$ cat src/rtl/dp_share_arb_if.sv
`default_nettype none
// ============================================================================
// Module      : dp_share_arb_if
// Description : Bundles the requester handshake, the shared-datapath issue and
//               return path, and the tagged result bus of dp_share_arb.
// Revision    : 1.0 - initial release
// ============================================================================
interface dp_share_arb_if #(
    parameter int N  = 4,
    parameter int DW = 8,
    parameter int IW = $clog2(N)
);
    // Requester side
    logic [N-1:0]    i_req;
    logic [N*DW-1:0] i_data;
    logic [N-1:0]    o_gnt;

    // Shared datapath side
    logic [DW-1:0]   o_dp_data;
    logic            o_dp_vld;
    logic [DW-1:0]   i_dp_y;

    // Tagged result side
    logic [DW-1:0]   o_y;
    logic            o_y_vld;
    logic [IW-1:0]   o_y_id;

    // Arbiter view
    modport slave (
        input  i_req, i_data, i_dp_y,
        output o_gnt, o_dp_data, o_dp_vld, o_y, o_y_vld, o_y_id
    );

    // Producer/datapath/consumer view
    modport master (
        output i_req, i_data, i_dp_y,
        input  o_gnt, o_dp_data, o_dp_vld, o_y, o_y_vld, o_y_id
    );
endinterface
`default_nettype wire

$ cat src/rtl/dp_share_arb.sv
`default_nettype none
// ============================================================================
// Module      : dp_share_arb
// Description : Round-robin arbiter sharing one fixed-latency datapath among
//               N requesters. Ownership is held for bursts of up to BURST
//               beats; each issued beat carries its requester id through a
//               latency-matched pipe so results come back tagged.
// Revision    : 1.0 - initial release
// ============================================================================
module dp_share_arb #(
    parameter int N     = 4,
    parameter int DW    = 8,
    parameter int LAT   = 1,
    parameter int BURST = 4,
    parameter int IW    = $clog2(N)
) (
    input  logic          clk,
    input  logic          rst,
    dp_share_arb_if.slave bus
);

    localparam int c_CW = 4;   // holds beat counts up to 15

    typedef enum logic [0:0] {
        S_IDLE = 1'b0,
        S_BUSY = 1'b1
    } state_t;

    state_t          r_state;
    state_t          w_state_nxt;
    logic [IW-1:0]   r_ptr;
    logic [IW-1:0]   w_ptr_nxt;
    logic [IW-1:0]   r_owner;
    logic [IW-1:0]   w_owner_nxt;
    logic [c_CW-1:0] r_cnt;
    logic [c_CW-1:0] w_cnt_nxt;

    logic [IW-1:0]   w_base;
    logic [IW-1:0]   w_idx;
    logic [IW-1:0]   w_win;
    logic            w_found;
    logic [IW-1:0]   w_gnt_id;
    logic            w_gnt_any;
    logic [N-1:0]    w_gnt;

    logic [DW-1:0]   r_dp_data;
    logic            r_dp_vld;
    logic [LAT:0]    r_pipe_vld;
    logic [IW-1:0]   r_pipe_id [LAT+1];
    logic [DW-1:0]   r_y;
    logic            r_y_vld;
    logic [IW-1:0]   r_y_id;

    // Increment an index modulo N (N need not be a power of two)
    function automatic logic [IW-1:0] f_inc(input logic [IW-1:0] x);
        if (x == IW'(N - 1)) begin
            return '0;
        end
        return x + IW'(1);
    endfunction

    // Priority search upward from the rotating base; in BUSY the base is the
    // slot after the owner, which is only consumed when the owner drops
    always_comb begin
        w_base  = (r_state == S_BUSY) ? f_inc(r_owner) : r_ptr;
        w_found = 1'b0;
        w_win   = '0;
        w_idx   = w_base;
        for (int i = 0; i < N; i++) begin
            if (!w_found && bus.i_req[w_idx]) begin
                w_found = 1'b1;
                w_win   = w_idx;
            end
            w_idx = f_inc(w_idx);
        end
    end

    // Ownership state register
    always_ff @(posedge clk) begin
        if (rst) begin
            r_state <= S_IDLE;
            r_ptr   <= '0;
            r_owner <= '0;
            r_cnt   <= '0;
        end else begin
            r_state <= w_state_nxt;
            r_ptr   <= w_ptr_nxt;
            r_owner <= w_owner_nxt;
            r_cnt   <= w_cnt_nxt;
        end
    end

    // Next ownership and grant selection
    always_comb begin
        w_state_nxt = r_state;
        w_ptr_nxt   = r_ptr;
        w_owner_nxt = r_owner;
        w_cnt_nxt   = r_cnt;
        w_gnt_any   = 1'b0;
        w_gnt_id    = r_owner;
        case (r_state)
            S_IDLE: begin
                if (w_found) begin
                    w_gnt_any   = 1'b1;
                    w_gnt_id    = w_win;
                    w_owner_nxt = w_win;
                    w_cnt_nxt   = c_CW'(1);
                    if (BURST > 1) begin
                        w_state_nxt = S_BUSY;
                    end else begin
                        w_ptr_nxt = f_inc(w_win);
                    end
                end
            end
            S_BUSY: begin
                if (bus.i_req[r_owner]) begin
                    // Owner continues; the BURST-th beat releases the datapath
                    w_gnt_any = 1'b1;
                    w_gnt_id  = r_owner;
                    w_cnt_nxt = r_cnt + c_CW'(1);
                    if (r_cnt >= c_CW'(BURST - 1)) begin
                        w_state_nxt = S_IDLE;
                        w_ptr_nxt   = f_inc(r_owner);
                    end
                end else if (w_found) begin
                    // Owner dropped: hand over in the same cycle, no bubble
                    w_gnt_any   = 1'b1;
                    w_gnt_id    = w_win;
                    w_owner_nxt = w_win;
                    w_cnt_nxt   = c_CW'(1);
                    if (BURST <= 1) begin
                        w_state_nxt = S_IDLE;
                        w_ptr_nxt   = f_inc(w_win);
                    end
                end else begin
                    w_state_nxt = S_IDLE;
                    w_ptr_nxt   = f_inc(r_owner);
                end
            end
            default: begin
                w_state_nxt = S_IDLE;
            end
        endcase
    end

    // One-hot decode of the granted index
    always_comb begin
        w_gnt = '0;
        if (w_gnt_any) begin
            w_gnt[w_gnt_id] = 1'b1;
        end
    end

    assign bus.o_gnt = rst ? '0 : w_gnt;

    // Register the granted beat towards the datapath
    always_ff @(posedge clk) begin
        if (rst) begin
            r_dp_vld  <= 1'b0;
            r_dp_data <= '0;
        end else begin
            r_dp_vld <= w_gnt_any;
            if (w_gnt_any) begin
                r_dp_data <= bus.i_data[w_gnt_id*DW +: DW];
            end
        end
    end

    // Id/valid pipe aligned with the datapath latency; stage 0 tracks o_dp_vld
    always_ff @(posedge clk) begin
        if (rst) begin
            r_pipe_vld <= '0;
            for (int i = 0; i <= LAT; i++) begin
                r_pipe_id[i] <= '0;
            end
        end else begin
            r_pipe_vld   <= {r_pipe_vld[LAT-1:0], w_gnt_any};
            r_pipe_id[0] <= w_gnt_id;
            for (int i = 1; i <= LAT; i++) begin
                r_pipe_id[i] <= r_pipe_id[i-1];
            end
        end
    end

    // Capture the datapath result together with its owner id at the pipe tail
    always_ff @(posedge clk) begin
        if (rst) begin
            r_y_vld <= 1'b0;
            r_y     <= '0;
            r_y_id  <= '0;
        end else begin
            r_y_vld <= r_pipe_vld[LAT];
            if (r_pipe_vld[LAT]) begin
                r_y    <= bus.i_dp_y;
                r_y_id <= r_pipe_id[LAT];
            end
        end
    end

    assign bus.o_dp_data = r_dp_data;
    assign bus.o_dp_vld  = r_dp_vld;
    assign bus.o_y       = r_y;
    assign bus.o_y_vld   = r_y_vld;
    assign bus.o_y_id    = r_y_id;

endmodule
`default_nettype wire

$ cat src/flat_wrapper.sv
// flat-port wrapper written by rule: the top's interface ports become plain ports
module dp_share_arb_flat 
#(
    parameter int N     = 4,
    parameter int DW    = 8,
    parameter int LAT   = 1,
    parameter int BURST = 4,
    parameter int IW    = $clog2(N)
)
  (clk, rst, bus_i_req, bus_i_data, bus_i_dp_y, bus_o_gnt, bus_o_dp_data, bus_o_dp_vld, bus_o_y, bus_o_y_vld, bus_o_y_id);
  dp_share_arb_if #(.N(N), .DW(DW), .IW(IW)) bus_i ();
  input  logic clk;
  input  logic rst;
  input wire logic [$bits(bus_i.i_req)-1:0] bus_i_req;
  input wire logic [$bits(bus_i.i_data)-1:0] bus_i_data;
  input wire logic [$bits(bus_i.i_dp_y)-1:0] bus_i_dp_y;
  output wire logic [$bits(bus_i.o_gnt)-1:0] bus_o_gnt;
  output wire logic [$bits(bus_i.o_dp_data)-1:0] bus_o_dp_data;
  output wire logic [$bits(bus_i.o_dp_vld)-1:0] bus_o_dp_vld;
  output wire logic [$bits(bus_i.o_y)-1:0] bus_o_y;
  output wire logic [$bits(bus_i.o_y_vld)-1:0] bus_o_y_vld;
  output wire logic [$bits(bus_i.o_y_id)-1:0] bus_o_y_id;
  assign bus_i.i_req = bus_i_req;
  assign bus_i.i_data = bus_i_data;
  assign bus_i.i_dp_y = bus_i_dp_y;
  assign bus_o_gnt = bus_i.o_gnt;
  assign bus_o_dp_data = bus_i.o_dp_data;
  assign bus_o_dp_vld = bus_i.o_dp_vld;
  assign bus_o_y = bus_i.o_y;
  assign bus_o_y_vld = bus_i.o_y_vld;
  assign bus_o_y_id = bus_i.o_y_id;
  dp_share_arb #(.N(N), .DW(DW), .LAT(LAT), .BURST(BURST), .IW(IW)) u_core (.clk(clk), .rst(rst), .bus(bus_i));
endmodule
$ cat config.mk
export PLATFORM = sky130hd
export DESIGN_NAME = dp_share_arb_flat
export DESIGN_NICKNAME = d
export VERILOG_FILES = /design/src/rtl/dp_share_arb_if.sv /design/src/rtl/dp_share_arb.sv /design/src/flat_wrapper.sv
export SDC_FILE = /design/constraint.sdc
export NUM_CORES = 1
export LEC_CHECK = 0
export ABC_AREA = 1
export CORE_MARGIN = 1
export CORE_UTILIZATION = 46
export DETAILED_ROUTE_END_ITERATION = 12
export HOLD_SLACK_MARGIN = 0.12
export PLACE_DENSITY = 0.83
export SLEW_MARGIN = 25
export SYNTH_ARGS = -nofsm -noshare
export SYNTH_HDL_FRONTEND = slang
export SYNTH_SLANG_ARGS = --single-unit
$ cat constraint.sdc
create_clock -name clk -period 3.21 [get_ports clk]
set_clock_uncertainty 0.2 [all_clocks]
set_input_delay 0.642 -clock clk [delete_from_list [all_inputs] [get_ports clk]]
set_output_delay 0.642 -clock clk [all_outputs]
set_load 0.01 [all_outputs]
== After elaboration in Yosys (flattened, before gate mapping) ==
Memory sizes are Yosys's and may differ from the RTL's. A register that Yosys moved wholly into a read port is not among the register bits.
Index checks and enable logic that the tools add are counted.
Widths: inputs -> output; s select.

* Flip-flop bits (word level): 29
* Memories kept: 1
* Bits in writable memories: 4
* Output and inout bits: 24
* Logic and storage cells: 105

{| class="wikitable"
|+ Memories
! memory !! words !! width !! read ports !! clocked after memory_dff !! wr ports !! line !! text
|-
| u_core.r_pipe_id || 2 || 2 || 2 || 1 || 2 || dp_share_arb.sv:49 || <nowiki>logic [IW-1:0] r_pipe_id [LAT+1];</nowiki>
|}

* Muxes and demuxes: 64
* $add $sub $neg: 5
* Equality and inequality tests: 6
* $lt $le $gt $ge: 8
* Reduce and logical (&&, ||, !) cells: 8
* Bitwise gates (word level): 3
* Shifts and indexed selects: 1

{| class="wikitable"
|+ Operators with widths
! kind !! count
|-
| $mux 2 || 23
|-
| $shiftx 32x6->8 || 1
|-
| $mux 1 || 27
|-
| $lt 2x3->1 const B || 6
|-
| $mux 4 || 4
|-
| $bmux 1 s2 || 5
|-
| $add 2x1->2 const B || 4
|-
| $eq 2x2->1 const B || 4
|-
| $pmux 4 s2 || 1
|-
| $ne 3x3->1 const B || 2
|-
| $add 4x1->4 const B || 1
|-
| $ge 4x2->1 const B || 1
|-
| $logic_and 1x1->1 || 4
|-
| $pmux 1 s2 || 2
|-
| $pmux 2 s2 || 1
|-
| $logic_not 1->1 || 3
|-
| $reduce_and 3->1 || 1
|-
| $demux 1 s2 || 1
|-
| $ge 2x1->1 const B || 1
|-
| $or 1x1->1 || 2
|-
| $not 1->1 || 1
|}

== Depth between registers and ports, before layout ==
Gate-level depths: netlist (run 1).

* Word-level depth: 26
* Gate-level depth with buffers: 21

== Worst setup path before layout (run 1) ==
Ideal clock, no wire load.

* Path type: reg-to-output
* Start: mem u_core.r_pipe_id[0][0] (netlist bit)
* End: out bus_o_gnt[1]
* Slack: 294 ps
* Path buffers: 1
* Arrival time: 2,074 ps
* Cell stages (with the launch flop): 18
* Cells stage by stage: dfxtp_1 -> ha_1 -> inv_1 -> nand2_1 -> nand2_2 -> nand2_1 -> nand2_1 -> nand2_1 -> nand2_1 -> nand4_4 -> nand2_2 -> nand2_4 -> nand2_8 -> nand2_8 -> buf_8 -> nor2_4 -> nand2_1 -> nor2_1

{| class="wikitable"
|+ RTL lines
! what !! line !! text
|-
| from (decl) || dp_share_arb.sv:49 ||
|-
| to (decl) || flat_wrapper.sv:17 || <nowiki>output wire logic [$bits(bus_i.o_gnt)-1:0] bus_o_gnt;</nowiki>
|}

==> results of run 1 <==
-- power breakdown --
part           switching, mW  internal (mW)
Sequential            0.0603          0.495
Combinational           1.15          0.837
Clock                  0.150          0.274
-- Yosys cell counts (3+ instances only) --
cell type                  number  area [um^2]
sky130_fd_sc_hd__a21oi_1        3         15.0
sky130_fd_sc_hd__inv_2          4         15.0
sky130_fd_sc_hd__o21ai_0       19         95.1
sky130_fd_sc_hd__nor2_1        35          131
sky130_fd_sc_hd__nand2_1       74          278
sky130_fd_sc_hd__inv_1         66          248
sky130_fd_sc_hd__nand2_2       11         68.8
sky130_fd_sc_hd__clkbuf_1       7         26.3
sky130_fd_sc_hd__nand2_4        5         56.3
sky130_fd_sc_hd__nand3_1       53          265
sky130_fd_sc_hd__dfxtp_1       32          641
-- per-layer routing --
| metal | global-route usage (%) | up-vias | wire length, um | share of wire [%] |
|---|---|---|---|---|
| met3 | 5.52 | 15 | 375 | 6.2 |
| met2 | 45.7 | 82 | 3090 | 51 |
| met1 | 27.9 | 1084 | 2430 | 40 |
| met5 | 0 | - | 0 | 0 |
| met4 | 7.94 | 0 | 148 | 2.4 |
| li1 | - | 1212 | - | - |
-- cell families after synthesis --
logic type / count (synthesis) / synth area share (%)
XOR/XNOR: 2 / 0.834
AO/OA/AOI/OAI: 30 / 8.16
buffers and inverters: 83 / 16.4
flip-flops: 32 / 30.5
adder cells (fa/ha/maj): 2 / 1.19
AND/OR/NAND/NOR: 187 / 42.9
-- path summary, 6_finish.rpt --
path                                                         from                                    to  slack [ns]  depth (start not counted)
worst max-delay path            u_core.r_pipe_id[0][0]$_SDFF_PP0_                          bus_o_gnt[1]        0.05                         15
worst min-delay path              u_core.r_pipe_vld[0]$_SDFF_PP0_       u_core.r_pipe_vld[1]$_SDFF_PP0_        0.22                          2
worst max register to register  u_core.r_pipe_id[0][0]$_SDFF_PP0_  u_core.bus.o_dp_data[3]$_SDFFE_PP0N_        0.64                         18
worst min register to register    u_core.r_pipe_vld[0]$_SDFF_PP0_       u_core.r_pipe_vld[1]$_SDFF_PP0_        0.22                          2
-- sequential cells by signal (all words and copies together) (netlist names) --
name	cells
u_core.bus.o_y	8
u_core.r_state	1
u_core.bus.o_dp_data	8
u_core.r_ptr	2
u_core.r_pipe_id	4
u_core.bus.o_y_id	2
u_core.bus.o_y_vld	1
u_core.r_cnt	4
u_core.r_pipe_vld	2
-- final cells by class --
type	count	area (um^2)	area share, %
Multi-Input combinational cell	221	1220	38.0
Tap cell	52	65.1	2.02
Sequential cell	32	649	20.2
Clock buffer	7	96.3	3.00
Inverter	71	269	8.37
Timing Repair Buffer	97	883	27.5
Clock inverter	1	30.0	0.934
-- worst max-delay path, delay by kind of cell, from the launching register on --
| family | cells | cell delay (ns) |
|---|---|---|
| and+or+nand+nor | 9 | 0.72 |
| buffers and inverters | 4 | 0.43 |
| DFF | 1 | 0.36 |
| adders and majority gates | 1 | 0.29 |
| AOI/OAI and AO/OA | 1 | 0.22 |
-- what timing repair did --
action / 4_1_cts / 5_1_grt
endpoints found under the setup margin: 4 / 4
resized for setup: 28 / 30
pin swaps: 4 / 12
buffers inserted: 1 / 7
-- metrics by stage --
step | setup WS [ns] | util (%)
after floorplan | 0.294 | -
after global routing | -0.0816 | 73.3
after global placement | -0.387 | 66.8
after CTS | 0.0297 | 70.3
after detailed placement | -0.473 | 66.8
final | 0.0461 | 73.3
==> metrics.txt, run 1 <==
# TYPE chip_impl_metric gauge
chip_impl_info{name="status",value="completed"} 1
chip_impl_metric{name="max_slew_margin",unit="%"} 63.5
chip_impl_metric{name="synth_nets",unit=""} 384
chip_impl_metric{name="setup_tns",unit="ns"} 0
chip_impl_info{name="grt_setup_unrepaired",value="true"} 1
chip_impl_metric{name="synth.avg_cell_area",unit="um^2"} 6.25
chip_impl_metric{name="critical_path_arrival",unit="ns"} 2.32
chip_impl_metric{name="peak_freq",unit="GHz"} 0.316
chip_impl_metric{name="syn_to_final_growth",unit="%"} 53.0
chip_impl_metric{name="finalPower",unit="mW"} 2.97
chip_impl_metric{name="dr.first_iter.drc_count",unit=""} 89
chip_impl_metric{name="vias_in_the_first_global_route",unit=""} 2294
chip_impl_metric{name="port_buffers",unit=""} 69
chip_impl_info{name="crit_chain",value="ha_4 > inv_2 > nand2_2 > nand2_4 > nand2_2 > nand2_2 > buf_4 > buf_4 > nand3_1 > nand4_1 > nand3_1 > nand2_2 > a21oi_2 > nor2_1 > buf_2"} 1
chip_impl_metric{name="final_net_count",unit=""} 476
chip_impl_metric{name="grt_max_degree",unit=""} 23
chip_impl_metric{name="clkSinkCount",unit=""} 32
chip_impl_metric{name="final_cells",unit=""} 481
chip_impl_metric{name="total_of_max_cap_violations",unit=""} 0
chip_impl_metric{name="max-vdd-ir-drop",unit="V"} 0.000442
chip_impl_info{name="clockRootBuffer",value="sky130_fd_sc_hd__clkbuf_8"} 1
chip_impl_metric{name="design.die.area",unit="um^2"} 4840
chip_impl_metric{name="routabilityCongestion",unit=""} 0.803
chip_impl_metric{name="grt_pass1_wl",unit="um"} 9740
chip_impl_metric{name="cts.reportedPaths.clkPinSlew",unit="ns"} 0.08
chip_impl_metric{name="critPathMaxStageDelay",unit="ns"} 0.36
chip_impl_metric{name="maxSlewViolCount",unit=""} 0
chip_impl_info{name="tritoncts",value="built"} 1
chip_impl_info{name="mostFrequentLayoutCell",value="sky130_fd_sc_hd__inv_1"} 1
chip_impl_metric{name="ys.warnings.count",unit=""} 0
chip_impl_metric{name="drive_gt1_share",unit="%"} 21.9
chip_impl_metric{name="postCtsHoldBufs",unit=""} 0
chip_impl_metric{name="synthesized_area",unit="um^2"} 2100
chip_impl_metric{name="required",unit="ns"} 2.37
chip_impl_metric{name="synth_enable_flop_cells",unit=""} 0
chip_impl_metric{name="antenna_cells",unit=""} 0
chip_impl_metric{name="detailed_place.area",unit="um^2"} 2930
chip_impl_metric{name="synth_cell_type_count",unit=""} 32
chip_impl_metric{name="cts-buffers-inserted",unit=""} 5
chip_impl_metric{name="finalInstanceArea",unit="um^2"} 3210
chip_impl_metric{name="p_leak",unit="nW"} 1.67
chip_impl_metric{name="die_h",unit="um"} 69.6
chip_impl_info{name="critPathMostFrequentCell",value="sky130_fd_sc_hd__nand2_2"} 1
chip_impl_metric{name="wirelength",unit="um"} 6050
chip_impl_metric{name="core_area",unit="um^2"} 4380
chip_impl_metric{name="gr-usage-all-layers",unit="%"} 24.8
chip_impl_metric{name="hold_slack",unit="ns"} 0.217
chip_impl_metric{name="via_density_per_instance",unit=""} 4.98
chip_impl_metric{name="first_pass_iters",unit=""} 4
chip_impl_info{name="hold_path_class",value="flop to flop"} 1
chip_impl_metric{name="hold_viol",unit=""} 0
chip_impl_metric{name="total_drc_errors_in_the_routed_layout",unit=""} 0
chip_impl_info{name="worst-setup-path-type",value="flop to primary output"} 1
chip_impl_metric{name="globalRouteOverflowTotal",unit=""} 0
chip_impl_info{name="setup.worst_path.start_class",value="flop"} 1
chip_impl_metric{name="chipWidth",unit="um"} 69.6
chip_impl_info{name="top_flip_flop_cell_by_instance_count_after_synthesis",value="sky130_fd_sc_hd__dfxtp_1"} 1
chip_impl_info{name="timing.critical_path.to_type",value="primary output"} 1
chip_impl_metric{name="cts_htree_levels",unit=""} 2
chip_impl_metric{name="dr_total_vias",unit=""} 2393
chip_impl_metric{name="synth.ff_latch_count",unit=""} 32
chip_impl_metric{name="fill_cells",unit=""} 346
chip_impl_metric{name="placedCellCount",unit=""} 465
chip_impl_metric{name="antenna_violating_nets_post_route",unit=""} 0
chip_impl_metric{name="finalCriticalPeriod",unit="ns"} 3.16
chip_impl_metric{name="power_dens_cells",unit="nW/um^2"} 923
chip_impl_metric{name="io-pin-count",unit=""} 70
chip_impl_info{name="slowest_stage",value="sky130_fd_sc_hd__dfxtp_4"} 1
chip_impl_metric{name="synthArstFlopShare",unit="%"} 0
chip_impl_metric{name="synth-seq-area-share",unit="%"} 30.5
chip_impl_metric{name="worst_slew_pin_slew",unit="ns"} 0.547
chip_impl_metric{name="hpwl",unit="um"} 4350
chip_impl_metric{name="num_rows",unit=""} 24
chip_impl_metric{name="worstSkewPairLatency",unit="ns"} 0.29
chip_impl_info{name="final_cell_mix",value="sky130_fd_sc_hd__inv_1 (64), sky130_fd_sc_hd__clkdlybuf4s50_1 (61), sky130_fd_sc_hd__nand2_1 (55), sky130_fd_sc_hd__nand3_1 (52), sky130_fd_sc_hd__nor2_1 (34)"} 1
chip_impl_metric{name="crit_fanout",unit=""} 4
chip_impl_metric{name="grt_antenna_before_repair",unit=""} 0
chip_impl_metric{name="post-route-period-util",unit="%"} 98.6
chip_impl_metric{name="routed_wire_length_per_instance",unit="um"} 12.6
chip_impl_metric{name="max-clock-path-buffers",unit=""} 2
chip_impl_metric{name="setup_viol",unit=""} 0
chip_impl_metric{name="start_util",unit="%"} 47.9
chip_impl_metric{name="syn-instance-count",unit=""} 336
Note: power is estimated with default switching activity, not from simulation.
==> inputs of run 2 (changes only) <==
CTS_CLUSTER_SIZE = 40   (was not set)
==> results of run 2 <==
Same layout as run 1: the final DEF is identical, and so are final timing and power.
==> inputs of run 3 (changes only) <==
ABC_AREA = not set   (was 1)
CORE_UTILIZATION = 43   (was 46)
PLACE_DENSITY = 0.82   (was 0.83)
==> run 3 against run 2 <==
Net effect:
- area after synthesis fell by 16%
- die area fell by 9.8%
- worst hold slack gained 0.052 ns
- global-route usage shrank 0.45 points
- flip-flop and latch count unchanged
- clock power decreased by 9.9%
- cell area down 15%
- critical endpoint is now bus_o_gnt[0]
- power fell by 57%
==> metrics.txt, run 3 <==
# TYPE chip_impl_metric gauge
chip_impl_metric{name="p_leak",unit="nW"} 1.11
chip_impl_metric{name="max-vdd-ir-drop",unit="V"} 0.000328
chip_impl_metric{name="vias_in_the_first_global_route",unit=""} 1788
chip_impl_metric{name="grt_max_degree",unit=""} 25
chip_impl_metric{name="routed_wire_length_per_instance",unit="um"} 14.1
chip_impl_metric{name="fill_cells",unit=""} 305
chip_impl_metric{name="globalRouteOverflowTotal",unit=""} 0
chip_impl_metric{name="synth_cell_type_count",unit=""} 35
chip_impl_metric{name="total_of_max_cap_violations",unit=""} 0
chip_impl_metric{name="grt.met3_usage",unit="%"} 7.59
chip_impl_metric{name="crit_fanout",unit=""} 7
chip_impl_metric{name="synth_largest_type_area_fraction",unit="%"} 36.3
chip_impl_metric{name="met1_usage",unit="%"} 29.4
chip_impl_metric{name="wirelength",unit="um"} 4840
chip_impl_metric{name="area_taken_by_multi_input_logic_gates",unit="um^2"} 1090
chip_impl_metric{name="final_cells",unit=""} 344
chip_impl_metric{name="grt_antenna_before_repair",unit=""} 0
chip_impl_metric{name="synth.avg_cell_area",unit="um^2"} 8.45
chip_impl_info{name="worst-setup-path-type",value="primary input to primary output"} 1
chip_impl_metric{name="start_util",unit="%"} 46.5
chip_impl_metric{name="num_rows",unit=""} 22
chip_impl_metric{name="finalCoreUtilization",unit="%"} 72.1
chip_impl_metric{name="synth_nets",unit=""} 257
chip_impl_metric{name="worstSkewPairLatency",unit="ns"} 0.29
chip_impl_metric{name="postLayoutSetupSlackWorst",unit="ns"} 0.140
chip_impl_info{name="synth_most_common_cell",value="sky130_fd_sc_hd__nor2_1"} 1
chip_impl_metric{name="grtUsageMet2",unit="%"} 41.5
chip_impl_metric{name="io-pin-count",unit=""} 70
chip_impl_metric{name="worst_slew_pin_slew",unit="ns"} 0.630
chip_impl_metric{name="synthesized_area",unit="um^2"} 1770
chip_impl_info{name="busiest_layer_in_global_routing",value="met2"} 1
chip_impl_metric{name="required",unit="ns"} 2.37
chip_impl_metric{name="grt_pass1_wl",unit="um"} 8050
chip_impl_metric{name="chipWidth",unit="um"} 66.1
chip_impl_metric{name="routabilityCongestion",unit=""} 1.02
chip_impl_metric{name="placement.setup.worst_slack",unit="ns"} -0.422
chip_impl_info{name="min_from",value="u_core.r_ptr[0]$_SDFFE_PP0P_"} 1
chip_impl_metric{name="syn_to_final_growth",unit="%"} 55.0
chip_impl_metric{name="synth_enable_flop_cells",unit=""} 0
chip_impl_metric{name="synth-seq-area-share",unit="%"} 36.3
chip_impl_metric{name="cts-buffers-inserted",unit=""} 5
chip_impl_info{name="clockRootBuffer",value="sky130_fd_sc_hd__clkbuf_8"} 1
chip_impl_info{name="timing.critical_path.from",value="bus_i_req[1]"} 1
chip_impl_metric{name="max-clock-path-buffers",unit=""} 2
chip_impl_metric{name="hold_viol",unit=""} 0
chip_impl_metric{name="cts_htree_levels",unit=""} 2
chip_impl_metric{name="antenna_cells",unit=""} 0
chip_impl_metric{name="syn-instance-count",unit=""} 209
chip_impl_metric{name="antenna_violating_nets_post_route",unit=""} 0
chip_impl_metric{name="max_slew_margin",unit="%"} 57.9
chip_impl_info{name="regToRegStartpoint",value="u_core.r_pipe_id[0][0]$_SDFF_PP0_"} 1
chip_impl_metric{name="maxSlewViolCount",unit=""} 0
chip_impl_info{name="ys_top_cells_by_area",value="sky130_fd_sc_hd__dfxtp_1 (36%), sky130_fd_sc_hd__mux2i_1 (16%), sky130_fd_sc_hd__nor2_1 (13%)"} 1
chip_impl_metric{name="first_pass_iters",unit=""} 5
chip_impl_metric{name="setup_viol",unit=""} 0
chip_impl_info{name="hold_path_class",value="flop to flop"} 1
chip_impl_metric{name="clkSinkCount",unit=""} 32
chip_impl_info{name="top_flip_flop_cell_by_instance_count_after_synthesis",value="sky130_fd_sc_hd__dfxtp_1"} 1
chip_impl_metric{name="total_drc_errors_in_the_routed_layout",unit=""} 0
chip_impl_metric{name="post-route-period-util",unit="%"} 95.6
chip_impl_metric{name="synthArstFlopShare",unit="%"} 0
chip_impl_metric{name="placedCellCount",unit=""} 336
chip_impl_info{name="final_cell_mix",value="sky130_fd_sc_hd__clkdlybuf4s50_1 (61), sky130_fd_sc_hd__nor2_1 (58), sky130_fd_sc_hd__dfxtp_1 (31), sky130_fd_sc_hd__mux2i_1 (29), sky130_fd_sc_hd__buf_4 (21)"} 1
chip_impl_metric{name="hpwl",unit="um"} 3480
chip_impl_metric{name="synth.ff_latch_count",unit=""} 32
chip_impl_metric{name="ys.warnings.count",unit=""} 0
chip_impl_metric{name="drive_gt1_share",unit="%"} 14.9
chip_impl_info{name="synth.cells.most_frequent",value="sky130_fd_sc_hd__nor2_1 (59), sky130_fd_sc_hd__dfxtp_1 (32), sky130_fd_sc_hd__mux2i_1 (29), sky130_fd_sc_hd__o22ai_1 (10), sky130_fd_sc_hd__a32oi_1 (8)"} 1
chip_impl_info{name="status",value="completed"} 1
chip_impl_metric{name="power_dens_cells",unit="nW/um^2"} 464
chip_impl_metric{name="critical_path_arrival",unit="ns"} 2.23
chip_impl_info{name="setup.worst_path.start_class",value="primary input"} 1
chip_impl_metric{name="peak_freq",unit="GHz"} 0.326
chip_impl_info{name="mostFrequentLayoutCell",value="sky130_fd_sc_hd__clkdlybuf4s50_1"} 1
chip_impl_info{name="grt_setup_unrepaired",value="false"} 1
chip_impl_metric{name="via_density_per_instance",unit=""} 5.55
chip_impl_metric{name="finalCriticalPeriod",unit="ns"} 3.07
chip_impl_info{name="tritoncts",value="built"} 1
chip_impl_metric{name="dr_total_vias",unit=""} 1908
chip_impl_metric{name="core_area",unit="um^2"} 3800
chip_impl_metric{name="die_h",unit="um"} 66.1
chip_impl_metric{name="setup_tns",unit="ns"} 0
chip_impl_metric{name="layout.area.seq",unit="um^2"} 642
chip_impl_metric{name="dr.first_iter.drc_count",unit=""} 111
chip_impl_metric{name="final_net_count",unit=""} 343
chip_impl_metric{name="gr-usage-all-layers",unit="%"} 24.3
chip_impl_metric{name="design.die.area",unit="um^2"} 4370
chip_impl_info{name="cell_accounting_for_the_most_synthesized_area",value="sky130_fd_sc_hd__dfxtp_1"} 1
chip_impl_metric{name="hold_slack",unit="ns"} 0.269
chip_impl_info{name="timing.critical_path.to_type",value="primary output"} 1
chip_impl_metric{name="port_buffers",unit=""} 69
chip_impl_metric{name="cts.reportedPaths.clkPinSlew",unit="ns"} 0.06
## run 3: changes by cell type in the layout (fill, tap and decap cells not counted), sizes merged, moves of 4 or more
cell         before  now
inv              71    1
o22ai             1   10
o21ai            20   13
mux2i             0   30
nor2b             0    7
a32oi             0    8
buf              32   21
nand2            92    7
nor2             37   59
nand3            53    0
dlygate4sd2       4    8
## run 3: cells by family after synthesis
family / share of synthesized area, %
fa+ha+maj: 1.42
mux: 19.1
simple gates: 21.8
buf+inv: 4.32
flops: 36.3
xor+xnor: 0.496
compound gates: 16.6
## run 3: final timing paths
| kind | cells after the start | slack (ns) | end |
|---|---|---|---|
| max | 7 | 0.14 | bus_o_gnt[0] |
| min | 2 | 0.27 | u_core.r_ptr[0]$_SDFFE_PP0P_ |
| min reg2reg | 2 | 0.27 | u_core.r_ptr[0]$_SDFFE_PP0P_ |
| max reg2reg | 9 | 0.92 | u_core.bus.o_dp_data[6]$_SDFFE_PP0N_ |
## run 3: layout make-up
cell class / instances / share of cell area (%)
multi-input cells: 165 / 39.7
well taps: 48 / 2.19
clock buffers: 6 / 2.65
flip-flops and latches: 32 / 23.4
inverters: 1 / 0.137
clock inverters: 2 / 1.28
repair buffers: 90 / 30.6
## run 3: routing by layer
layer  part of all wire [%]  vias up
met5                      0        -
met4                   0.87        0
met3                    8.9        6
met2                     48      107
met1                     42      876
li1                       -      919
## run 3: metrics by stage
stage                     power, mW  cell area [um^2]
final                          1.27              2740
after global routing           1.34              2740
after CTS                      1.27              2740
after detailed placement      0.885              2600
after global placement        0.879              2600
after floorplan               0.690              1770
## run 3: critical path: stages
cell                            delay [ns]
sky130_fd_sc_hd__dlygate4sd2_1        0.32
sky130_fd_sc_hd__nor4_4               0.34
sky130_fd_sc_hd__a21oi_2              0.08
sky130_fd_sc_hd__or2_4                0.28
sky130_fd_sc_hd__o21ai_4              0.09
sky130_fd_sc_hd__nor2b_1              0.18
sky130_fd_sc_hd__dlygate4sd2_1        0.29
## run 3: repair_timing
action                                  4_1_cts  5_1_grt
buffers inserted                              0        0
hold buffers                                  0        0
gates resized for setup                      18        0
endpoints found under the setup margin        4        0
## run 3: power breakdown
part / switching (mW) / total (mW) / internal (mW)
Sequential: 0.0314 / 0.467 / 0.436
Combinational: 0.193 / 0.423 / 0.230
Clock: 0.151 / 0.381 / 0.230
Total: 0.375 / 1.27 / 0.896
